[src/rtl/uart_tx_fifo.sv]
// uart_tx_fifo: UART transmitter fed by a small FIFO over a valid/ready stream.
// Frames go out LSB first as start / data / [parity] / stop bits. A frame follows
// the previous one with no idle gap while the FIFO holds data.
// Optional feature macro: UART_TX_PARITY_EN adds one parity bit per frame.
// The bit is even parity, or odd parity when PARITY_ODD=1.
module uart_tx_fifo #(
  parameter int DATA_W       = 8,
  parameter int CLKS_PER_BIT = 4,
  parameter int FIFO_DEPTH   = 4,
  parameter int STOP_BITS    = 1,
  parameter int PARITY_ODD   = 0
) (
  input  logic                              clk,
  input  logic                              rst,
  input  logic                              axi_valid,
  output logic                              axi_ready,
  input  logic [DATA_W-1:0]                 axi_data,
  output logic                              uart_tx,
  output logic                              busy,
  output logic [$clog2(FIFO_DEPTH+1)-1:0]   fifo_level
);

  localparam int AW     = $clog2(FIFO_DEPTH);
  localparam int LVL_W  = $clog2(FIFO_DEPTH+1);
  localparam int BAUD_W = $clog2(CLKS_PER_BIT*2);
  localparam int IDX_W  = $clog2(DATA_W+1);

  localparam logic [BAUD_W-1:0] BAUD_LAST = BAUD_W'(CLKS_PER_BIT-1);
  localparam logic [IDX_W-1:0]  IDX_LAST  = IDX_W'(DATA_W-1);
  localparam logic              STOP_LAST = 1'(STOP_BITS-1);

  // Reject parameter values outside the supported ranges at elaboration.
  if (DATA_W < 5 || DATA_W > 9 || CLKS_PER_BIT < 1 || FIFO_DEPTH < 2 ||
      (FIFO_DEPTH & (FIFO_DEPTH-1)) != 0 || (STOP_BITS != 1 && STOP_BITS != 2) ||
      (PARITY_ODD != 0 && PARITY_ODD != 1)) begin : g_bad_params
    $error("uart_tx_fifo: illegal parameter value");
  end

  typedef enum logic [2:0] {
    S_IDLE,
    S_START,
    S_DATA,
`ifdef UART_TX_PARITY_EN
    S_PARITY,
`endif
    S_STOP
  } state_t;

  logic [DATA_W-1:0] mem [FIFO_DEPTH];
  logic [AW-1:0]     wr_ptr, rd_ptr;
  logic [LVL_W-1:0]  count;
  logic              full, empty, push, pop;

  state_t            state, state_nxt;
  logic [BAUD_W-1:0] baud, baud_nxt;
  logic [IDX_W-1:0]  idx, idx_nxt;
  logic              stop_cnt, stop_nxt;
  logic              tx_nxt;
  logic [DATA_W-1:0] shift;

  // Bit i of a word, using a shift so the index may be wider than the word.
  function automatic logic bit_at(input logic [DATA_W-1:0] w, input logic [IDX_W-1:0] i);
    logic [DATA_W-1:0] s;
    s = w >> i;
    return s[0];
  endfunction

`ifdef UART_TX_PARITY_EN
  // Parity over the data word, inverted for odd parity.
  function automatic logic parity_bit(input logic [DATA_W-1:0] w);
    logic odd;
    odd = (PARITY_ODD != 0);
    return (^w) ^ odd;
  endfunction
`endif

  assign full       = (count == LVL_W'(FIFO_DEPTH));
  assign empty      = (count == '0);
  assign axi_ready  = !full && !rst;
  assign push       = axi_valid && axi_ready;
  assign fifo_level = count;

  // FIFO pointers and occupancy; a simultaneous push and pop leave the count unchanged.
  always_ff @(posedge clk) begin
    if (rst) begin
      wr_ptr <= '0;
      rd_ptr <= '0;
      count  <= '0;
    end else begin
      if (push) wr_ptr <= wr_ptr + 1'b1;
      if (pop)  rd_ptr <= rd_ptr + 1'b1;
      case ({push, pop})
        2'b10:   count <= count + 1'b1;
        2'b01:   count <= count - 1'b1;
        default: ;
      endcase
    end
  end

  // FIFO storage; the word is captured only on the push edge.
  always_ff @(posedge clk) begin
    if (push) mem[wr_ptr] <= axi_data;
  end

  // Serializer next-state logic; the line value is registered one cycle ahead.
  always_comb begin
    state_nxt = state;
    baud_nxt  = baud;
    idx_nxt   = idx;
    stop_nxt  = stop_cnt;
    tx_nxt    = uart_tx;
    pop       = 1'b0;
    case (state)
      S_IDLE: begin
        tx_nxt = 1'b1;
        if (!empty) begin
          pop       = 1'b1;
          tx_nxt    = 1'b0;
          baud_nxt  = '0;
          state_nxt = S_START;
        end
      end
      S_START: begin
        if (baud == BAUD_LAST) begin
          baud_nxt  = '0;
          idx_nxt   = '0;
          tx_nxt    = shift[0];
          state_nxt = S_DATA;
        end else begin
          baud_nxt = baud + 1'b1;
        end
      end
      S_DATA: begin
        if (baud == BAUD_LAST) begin
          baud_nxt = '0;
          if (idx == IDX_LAST) begin
`ifdef UART_TX_PARITY_EN
            tx_nxt    = parity_bit(shift);
            state_nxt = S_PARITY;
`else
            tx_nxt    = 1'b1;
            stop_nxt  = 1'b0;
            state_nxt = S_STOP;
`endif
          end else begin
            idx_nxt = idx + 1'b1;
            tx_nxt  = bit_at(shift, idx_nxt);
          end
        end else begin
          baud_nxt = baud + 1'b1;
        end
      end
`ifdef UART_TX_PARITY_EN
      S_PARITY: begin
        if (baud == BAUD_LAST) begin
          baud_nxt  = '0;
          tx_nxt    = 1'b1;
          stop_nxt  = 1'b0;
          state_nxt = S_STOP;
        end else begin
          baud_nxt = baud + 1'b1;
        end
      end
`endif
      S_STOP: begin
        if (baud == BAUD_LAST) begin
          baud_nxt = '0;
          if (stop_cnt == STOP_LAST) begin
            stop_nxt = 1'b0;
            // Chain straight into the next start bit when data is waiting.
            if (!empty) begin
              pop       = 1'b1;
              tx_nxt    = 1'b0;
              state_nxt = S_START;
            end else begin
              tx_nxt    = 1'b1;
              state_nxt = S_IDLE;
            end
          end else begin
            stop_nxt = 1'b1;
          end
        end else begin
          baud_nxt = baud + 1'b1;
        end
      end
      default: begin
        tx_nxt    = 1'b1;
        state_nxt = S_IDLE;
      end
    endcase
  end

  // Serializer control registers; reset truncates any frame and idles the line.
  always_ff @(posedge clk) begin
    if (rst) begin
      state    <= S_IDLE;
      baud     <= '0;
      idx      <= '0;
      stop_cnt <= 1'b0;
      uart_tx  <= 1'b1;
      busy     <= 1'b0;
    end else begin
      state    <= state_nxt;
      baud     <= baud_nxt;
      idx      <= idx_nxt;
      stop_cnt <= stop_nxt;
      uart_tx  <= tx_nxt;
      busy     <= (state_nxt != S_IDLE);
    end
  end

  // Shift register loads the popped word; it holds data only, so it has no reset.
  always_ff @(posedge clk) begin
    if (pop) shift <= mem[rd_ptr];
  end

endmodule

[config.mk]
export PLATFORM = sky130hd
export DESIGN_NAME = uart_tx_fifo
export DESIGN_NICKNAME = d
export VERILOG_FILES = /design/src/rtl/uart_tx_fifo.sv
export SDC_FILE = /design/constraint.sdc
export NUM_CORES = 1
export LEC_CHECK = 0
export ABC_AREA = 1
export BUFFER_PORTS_ARGS = -buffer_cell sky130_fd_sc_hd__buf_2
export CAP_MARGIN = 15
export CORE_MARGIN = 4
export CORE_UTILIZATION = 59
export DETAILED_ROUTE_END_ITERATION = 10
export MAX_ROUTING_LAYER = met4
export PLACE_DENSITY = 0.78
export SYNTH_ARGS = -nofsm -noshare
export SYNTH_HDL_FRONTEND = slang
export SYNTH_SLANG_ARGS = --single-unit
[constraint.sdc]
create_clock -name clk -period 2.3 [get_ports clk]
set_input_delay 0.345 -clock clk [delete_from_list [all_inputs] [get_ports clk]]
set_output_delay 0.345 -clock clk [all_outputs]
set_load 0.05 [all_outputs]
==> results_dict.tcl, run 1 <==
set metrics [dict create \
    result_of_the_run "finished, final reports clean" \
    final_net_count 301 \
    die_x_extent_um 73.8 \
    synth_area_um2 2560 \
    yosys-top-cells-area "edfxtp_1, dfxtp_1, nand2_1" \
    worst_clock_skew_ns 0.00537 \
    gp_routability_congestion 0.831 \
    worstPathMaxFanout 3 \
    final.min_clock_period_ns 2.03 \
    pin_count 17 \
    max-cap-violations 0 \
    n_antenna_cell 0 \
    effective_utilization_at_floorplan 0.626 \
    cts_root_cell "clkbuf_8" \
    cts_tree "built" \
    cts_repair_resize_count 0 \
    synthAdderAreaFrac 0.0421 \
    areaGrowthSynthToFinish_pct 14.3 \
    count_of_h_tree_levels_built_during_cts 3 \
    synth_ff_type "edfxtp_1" \
    drive_above_1_share 0.202 \
    rsz0062_at_grt "no" \
    maximum_number_of_pins_on_one_net_before_global_route_repair 22 \
    drc_viols 0 \
    clk_pin_slew_ns 0.07 \
    syn_area_per_cell_um2 10.1 \
    ys_seq_area_frac 0.619 \
    hold_slack_ns 0.220 \
    postCtsSetupRepairBufs 0 \
    worstPathRequired_ns 2.52 \
    worst_setup_path_start_kind "flip-flop" \
    vdd_ir_drop_max_mv 0.585 \
    synth_seq_cells 59 \
    placement.setup.worst_slack_ns 0.219 \
    synth_simple_gate_area_share 0.169 \
    synth_async_sr_flop_share 0 \
    report.final.slew_viol_count 0 \
    worst-setup-path-type "flip-flop to flip-flop" \
    power_density_nw_per_um2 956 \
    layout_commonest_cell "edfxtp_1" \
    first_pass_grt_wire_length_um 7400 \
    worstSetupEndpointType "flip-flop" \
    compound_gate_portion_of_the_synthesized_area 0.108 \
    finalSetupViolations 0 \
    antenna_left 0 \
    min_path_type "input pin to flip-flop" \
    via_count_of_the_first_global_routing_pass 1652 \
    antenna_violations_before_repair 0 \
    design.core.area_um2 4090 \
    synth_warnings 0 \
    final_non_filler_cell_area_um2 2920 \
    final.fill_count 318 \
    grt_overflow_total 0 \
    num_rows 23 \
    drt_first_pass_iters 4 \
    final.period_utilization 0.881 \
    synth_nets 272 \
    grt_use_total 0.191 \
    clock_tree.buffer_depth 2 \
    parity_gate_share_of_the_synthesized_area_counting_xor_and_xnor_cells 0.00343 \
    synthDominantAreaCellType "edfxtp_1" \
    maximum_operating_frequency_ghz 0.493 \
    clock_latency_ns 0.33 \
    holdBufCountCts 0 \
    worstPathArrival_ns 2.25 \
    cts_buffers 9 \
    synth_largest_type_area_fraction 0.470 \
    drtIter0Drc 80 \
    via_count 1758 \
    avgViaCountPerCell 5.22 \
    die-height_um 73.8 \
    place.port_buffers 16 \
    final_cell_mix "edfxtp_1, nand2_1, nor2_1" \
    post_synth_edffs 40 \
    cts_num_sinks 59 \
    synth.distinct_cells 28 \
    combinational_family_with_the_most_area_after_synthesis "simple AND/OR/NAND/NOR gates" \
    avgRoutedWirePerCell_um 12.4 \
    muxShareOfSynthArea 0 \
    leakage_nw 1.16 \
    final_wl_um 4190 \
    dieArea_um2 5450 \
    fin_worst_setup_slack_ns 0.273 \
    synthCells 253 \
    timing.setup.tns_ns 0 \
    final_hold_violation_count 0 \
    placedInstanceArea_um2 2730 \
    hpwl_um 2810 \
]
where the power goes:
group | internal [mW] | switching (mW)
combinational | 0.190 | 0.452
sequential | 1.28 | 0.0504
clock | 0.392 | 0.432
kinds of logic (layout without fill, tap and decap cells):
logic type / after synthesis / after routing
compound gates: 51 / 51
xor+xnor: 1 / 1
fa+ha+maj: 8 / 8
buf+inv: 37 / 71
flops: 59 / 59
other cells: 1 / 1
simple gates: 96 / 96
flip-flops by register name, summed over array words and instances (netlist names), 2 cells and up:
| register | flops |
|---|---|
| baud | 3 |
| fifo_level | 3 |
| idx | 4 |
| mem | 32 |
| rd_ptr | 2 |
| shift | 8 |
| state | 3 |
| wr_ptr | 2 |
layout make-up:
class,count,area [um^2],area share
Clock buffer,9,124,0.0424
Clock inverter,7,52.6,0.0180
Inverter,31,121,0.0415
Multi-Input combinational cell,157,836,0.286
Sequential cell,59,1590,0.543
Tap cell,50,62.6,0.0214
Timing Repair Buffer,24,140,0.0480
Yosys cell counts, types with 2 or more instances:
cell and instances:
buf_2 2, nand3_2 3, nand2_2 5, inv_4 2, clkbuf_1 3, o21ai_1 2, edfxtp_1 40, nand3_1 15
o22ai_1 8, nor2_1 31, a21oi_1 14, inv_1 28, ha_1 7, o21ai_0 25, dfxtp_1 19, nand2_1 37
final timing paths:
check | start | to | slack (ns) | depth (start not counted)
hold / removal | axi_data[0] | mem[0][0] | 0.22 | 1
hold reg to reg | fifo_level[0] | fifo_level[0] | 0.44 | 1
setup / recovery | baud[0] | fifo_level[2] | 0.27 | 12
setup reg to reg | baud[0] | fifo_level[2] | 0.27 | 12
worst max-delay path, cell delays in order (launching register included):
cell and delay (ns):
dfxtp_1 0.37, ha_1 0.15, inv_1 0.07, nor2_4 0.13, nand3_1 0.10, nand2_2 0.08, ha_1 0.13, inv_1 0.06
fa_1 0.38, a21oi_1 0.14, o21ai_0 0.11, o21ai_0 0.15, a21oi_1 0.05
layer usage:
layer / up-vias / routed length [um] / track usage
met4: 0 / 57 / 0.0805
li1: 916 / - / -
met3: 6 / 173 / 0.0698
met2: 24 / 2090 / 0.290
met1: 812 / 1870 / 0.231
met5: - / 0 / -
metrics by stage:
stage,util,std cells,power (mW)
final,0.715,337,2.79
after global routing,0.715,337,2.97
after CTS,0.711,335,2.81
after detailed placement,0.668,319,1.99
after global placement,0.668,319,1.97
after floorplan,-,253,1.83
(Power assumes the default switching activity.)
==> run 2, diff against run 1 <==
--- a/config.mk
+++ b/config.mk
@@ -9,10 +9,9 @@
 export BUFFER_PORTS_ARGS = -buffer_cell sky130_fd_sc_hd__buf_2
 export CAP_MARGIN = 15
 export CORE_MARGIN = 4
-export CORE_UTILIZATION = 59
+export CORE_UTILIZATION = 35
 export DETAILED_ROUTE_END_ITERATION = 10
 export MAX_ROUTING_LAYER = met4
-export PLACE_DENSITY = 0.78
 export SYNTH_ARGS = -nofsm -noshare
 export SYNTH_HDL_FRONTEND = slang
 export SYNTH_SLANG_ARGS = --single-unit
==> results_dict.tcl, run 2 (synthesized netlist as in run 1, its figures left out) <==
set metrics [dict create \
    placedCellCount 365 \
    maximum_operating_frequency_ghz 0.486 \
    avgRoutedWirePerCell_um 11.9 \
    clk_pin_slew_ns 0.07 \
    final_wl_um 4570 \
    placement.setup.worst_slack_ns 0.184 \
    die_x_extent_um 93.5 \
    effective_utilization_at_floorplan 0.368 \
    via_count_of_the_first_global_routing_pass 1697 \
    layout.cells.non_filler 384 \
    avgViaCountPerCell 4.60 \
    worstPathRequired_ns 2.52 \
    dieArea_um2 8730 \
    via_count 1766 \
    grt_overflow_total 0 \
    worstPathMaxFanout 5 \
    gp_routability_congestion 0.815 \
    die-height_um 93.5 \
    layout_commonest_cell "edfxtp_1" \
    design.core.area_um2 6940 \
    worstSetupEndpointType "flip-flop" \
    rsz0062_at_grt "no" \
    max-cap-violations 0 \
    first_pass_grt_wire_length_um 7760 \
    final_cell_mix "edfxtp_1, nand2_1, nor2_1" \
    startpoint "baud[0]" \
    pin_count 17 \
    min_path_type "input pin to flip-flop" \
    drtIter0Drc 31 \
    hold_slack_ns 0.221 \
    n_antenna_cell 0 \
    final_hold_violation_count 0 \
    cts_root_cell "clkbuf_8" \
    fin_worst_setup_slack_ns 0.241 \
    final.period_utilization 0.895 \
    reg2regPathDepth 12 \
    timing.setup.tns_ns 0 \
    final.min_clock_period_ns 2.06 \
    result_of_the_run "finished, final reports clean" \
    worst_clock_skew_ns 0.00794 \
    final.fill_count 666 \
    final-seq-area_um2 1590 \
    finalSetupViolations 0 \
    num_rows 30 \
    leakage_nw 1.18 \
    top_reg_by_flops "mem" \
    maximum_number_of_pins_on_one_net_before_global_route_repair 22 \
    grt_use_total 0.120 \
    regToRegStartpoint "baud[0]" \
    antenna_violations_before_repair 0 \
    report.final.slew_viol_count 0 \
    cts_buffers 9 \
    clock_tree.buffer_depth 2 \
    holdBufCountCts 0 \
    vdd_ir_drop_max_mv 0.626 \
    hpwl_um 3140 \
    largest_reg_flops 32 \
    final_net_count 302 \
    multiInputGateArea_um2 836 \
    clock_latency_ns 0.33 \
    antenna_left 0 \
    worst_setup_path_start_kind "flip-flop" \
    drt_first_pass_iters 4 \
    r2r_setup_slk_ns 0.24 \
    drc_viols 0 \
    worstSetupEndpoint "fifo_level[2]" \
    drive_above_1_share 0.205 \
    power_density_nw_per_um2 964 \
    layout_top_registers "mem: 32 flops, shift: 8 flops, idx: 4 flops" \
    count_of_h_tree_levels_built_during_cts 3 \
    cts_tree "built" \
    cts_num_sinks 59 \
    areaGrowthSynthToFinish_pct 17.8 \
    worst-setup-path-type "flip-flop to flip-flop" \
    place.port_buffers 16 \
    worstPathArrival_ns 2.28 \
    rr_endpoint "fifo_level[2]" \
]
-- run 2: how the worst min path moves through the flow --
stage	start	end	slack (ns)	cells after the start
floorplan	rst	baud[1]	0.41	1
global placement	fifo_level[0]	fifo_level[0]	0.42	1
detailed placement	fifo_level[0]	fifo_level[0]	0.43	1
CTS	axi_data[3]	mem[0][3]	0.20	1
global route	axi_data[7]	mem[1][7]	0.21	1
finish	axi_data[3]	mem[0][3]	0.22	1
-- run 2: layout make-up --
cell class / count / area share
inverter: 31 / 0.0403
timing repair buffer: 25 / 0.0490
multi-input combinational: 157 / 0.278
tap: 96 / 0.0399
clock buffer: 9 / 0.0411
clock inverter: 7 / 0.0254
sequential: 59 / 0.527
-- run 2: where the power goes --
group          internal (mW)  total [mW]  switching [mW]
Sequential              1.28        1.33          0.0519
Combinational          0.191       0.648           0.457
Clock                  0.504       0.926           0.422
-- run 2: through the flow --
stage	utilization	instance area (um^2)	power (mW)
after floorplan	-	2570	1.83
after global placement	0.401	2790	1.99
after detailed placement	0.401	2790	2.01
after CTS	0.430	2990	2.94
after global routing	0.434	3010	3.07
final	0.434	3010	2.90
-- run 2: worst max-delay path, cell delays in order (launching register included) --
cell,delay [ns]
dfxtp_1,0.36
ha_1,0.16
inv_1,0.07
nor2_4,0.17
nand3_1,0.11
nand2_2,0.08
ha_1,0.13
inv_1,0.07
fa_1,0.39
a21oi_1,0.15
o21ai_1,0.09
o21ai_1,0.12
a21oi_1,0.05
-- run 2: repair_timing --
item,in CTS,in global routing
buffers inserted,0,3
endpoints found under the setup margin,0,1
gates resized for setup,0,2
-- run 2: metal layers --
layer  global-route usage  share of wire
met5                    -              0
met4               0.0635          0.021
met3               0.0362          0.038
met2                0.194           0.49
met1                0.133           0.45
==> run 3, diff against run 2 <==
==> constraint.sdc (replaced) <==
create_clock -name clk -period 2.3 [get_ports clk]
set_input_delay 0.23 -clock clk [delete_from_list [all_inputs] [get_ports clk]]
set_output_delay 0.23 -clock clk [all_outputs]
set_load 0.05 [all_outputs]
==> results_dict.tcl, run 3 (synthesized netlist as in run 1, its figures left out) <==
set metrics [dict create \
    final_net_count 302 \
    die_x_extent_um 93.5 \
    final.min_clock_period_ns 2.08 \
    result_of_the_run "finished, final reports clean" \
    layout.cells.non_filler 384 \
    num_rows 30 \
    net-switching-power_uw 907 \
    min_path_type "input pin to flip-flop" \
    comb_power_share 0.215 \
    antenna_left 0 \
    placedCellCount 365 \
    grt_overflow_total 0 \
    drc_viols 0 \
    worst-setup-path-type "flip-flop to flip-flop" \
    leakage_nw 1.19 \
    rr_endpoint "fifo_level[2]" \
    cts_root_cell "clkbuf_8" \
    effective_utilization_at_floorplan 0.368 \
    first_pass_grt_wire_length_um 7850 \
    drtIter0Drc 87 \
    maximum_operating_frequency_ghz 0.482 \
    pin_count 17 \
    finalSetupViolations 0 \
    areaGrowthSynthToFinish_pct 18.4 \
    clk_pin_slew_ns 0.07 \
    count_of_h_tree_levels_built_during_cts 3 \
    layout_top_registers "mem: 32 flops, shift: 8 flops, idx: 4 flops" \
    sequentialPowerShare 0.446 \
    final_hold_violation_count 0 \
    via_count 1748 \
    fin_worst_setup_slack_ns 0.223 \
    worstPathRequired_ns 2.52 \
    cts_buffers 9 \
    final.period_utilization 0.903 \
    worst_setup_path_start_kind "flip-flop" \
    place.port_buffers 16 \
    drive_above_1_share 0.201 \
    worstPathArrival_ns 2.29 \
    layout_commonest_cell "edfxtp_1" \
    final_cell_mix "edfxtp_1, nand2_1, nor2_1" \
    internal-power_mw 2.08 \
    dieArea_um2 8730 \
    drt_first_pass_iters 4 \
    worstPathMaxFanout 4 \
    top_reg_by_flops "mem" \
    placement.setup.worst_slack_ns 0.195 \
    switching_share 0.304 \
    r2r_setup_slk_ns 0.22 \
    gp_routability_congestion 0.799 \
    design.core.area_um2 6940 \
    avgRoutedWirePerCell_um 11.8 \
    grt_use_total 0.121 \
    regToRegStartpoint "baud[0]" \
    startpoint "baud[0]" \
    holdBufCountCts 0 \
    reg2regPathDepth 12 \
    max-cap-violations 0 \
    clock_tree.buffer_depth 2 \
    hpwl_um 3060 \
    worst_clock_skew_ns 0.00861 \
    largest_reg_flops 32 \
    worstSetupEndpointType "flip-flop" \
    pwr-share-clk 0.340 \
    vdd_ir_drop_max_mv 0.440 \
    power_density_nw_per_um2 986 \
    via_count_of_the_first_global_routing_pass 1714 \
    postCtsSetupRepairBufs 0 \
    cts_tree "built" \
    worstSetupEndpoint "fifo_level[2]" \
    die-height_um 93.5 \
    n_antenna_cell 0 \
    maximum_number_of_pins_on_one_net_before_global_route_repair 22 \
    antenna_violations_before_repair 0 \
    finish.utilization 0.436 \
    clock_latency_ns 0.34 \
    final_wl_um 4530 \
    cts_num_sinks 59 \
    cts_repair_resize_count 0 \
    avgViaCountPerCell 4.55 \
    report.final.slew_viol_count 0 \
]
-- run 3: power groups by stage --
| stage | registers, mW | clock network [mW] | logic (mW) |
|---|---|---|---|
| 5_1_grt | 1.34 | 1.11 | 0.735 |
| 3_3_place_gp | 1.35 | 0 | 0.636 |
| 4_1_cts | 1.33 | 1.05 | 0.650 |
| 6_report | 1.33 | 1.01 | 0.641 |
| 3_5_place_dp | 1.35 | 0 | 0.649 |
| 2_1_floorplan | 1.43 | 0 | 0.395 |
-- run 3: worst min-delay path by stage --
| stage | from | endpoint | slack (ns) | cells after the start |
|---|---|---|---|---|
| final | axi_data[4] | mem[0][4] | 0.11 | 1 |
| after global routing | axi_data[6] | mem[2][6] | 0.09 | 1 |
| after detailed placement | fifo_level[0] | fifo_level[0] | 0.43 | 1 |
| after floorplan | rst | baud[1] | 0.30 | 1 |
| after CTS | axi_data[3] | mem[0][3] | 0.09 | 1 |
| after global placement | fifo_level[0] | fifo_level[0] | 0.42 | 1 |
-- run 3: final cells by class --
type	instances	area, um^2
flip-flops and latches	59	1590
inverters	31	121
clock inverters	6	88.8
clock buffers	10	128
fillers	677	3920
repair buffers	25	148
well taps	96	120
multi-input cells	157	836
-- run 3: layer usage --
metal,global-route usage,up-vias,wire [um]
met5,-,-,0
met4,0.0464,0,63
met3,0.0555,7,224
met2,0.188,33,2200
met1,0.137,795,2040
li1,-,913,-
-- run 3: worst max-delay path, cell delays in order (launching register included) --
cell     delay (ns)
dfxtp_1        0.36
ha_1           0.16
inv_1          0.07
nor2_4         0.14
nand3_1        0.11
nand2_2        0.07
ha_1           0.13
inv_1          0.07
fa_1           0.39
a21oi_1        0.14
o21ai_0        0.10
o21ai_0        0.16
a21oi_1        0.06
-- run 3: metrics by stage --
| step | instance area, um^2 | total power, mW | hold slack, ns | TNS, ns |
|---|---|---|---|---|
| floorplan | 2570 | 1.83 | 0.299 | 0 |
| global placement | 2790 | 1.99 | 0.424 | 0 |
| detailed placement | 2790 | 2.00 | 0.428 | 0 |
| CTS | 3000 | 3.03 | 0.0921 | 0 |
| global route | 3030 | 3.19 | 0.0860 | -0.000371 |
| finish | 3030 | 2.99 | 0.112 | 0 |
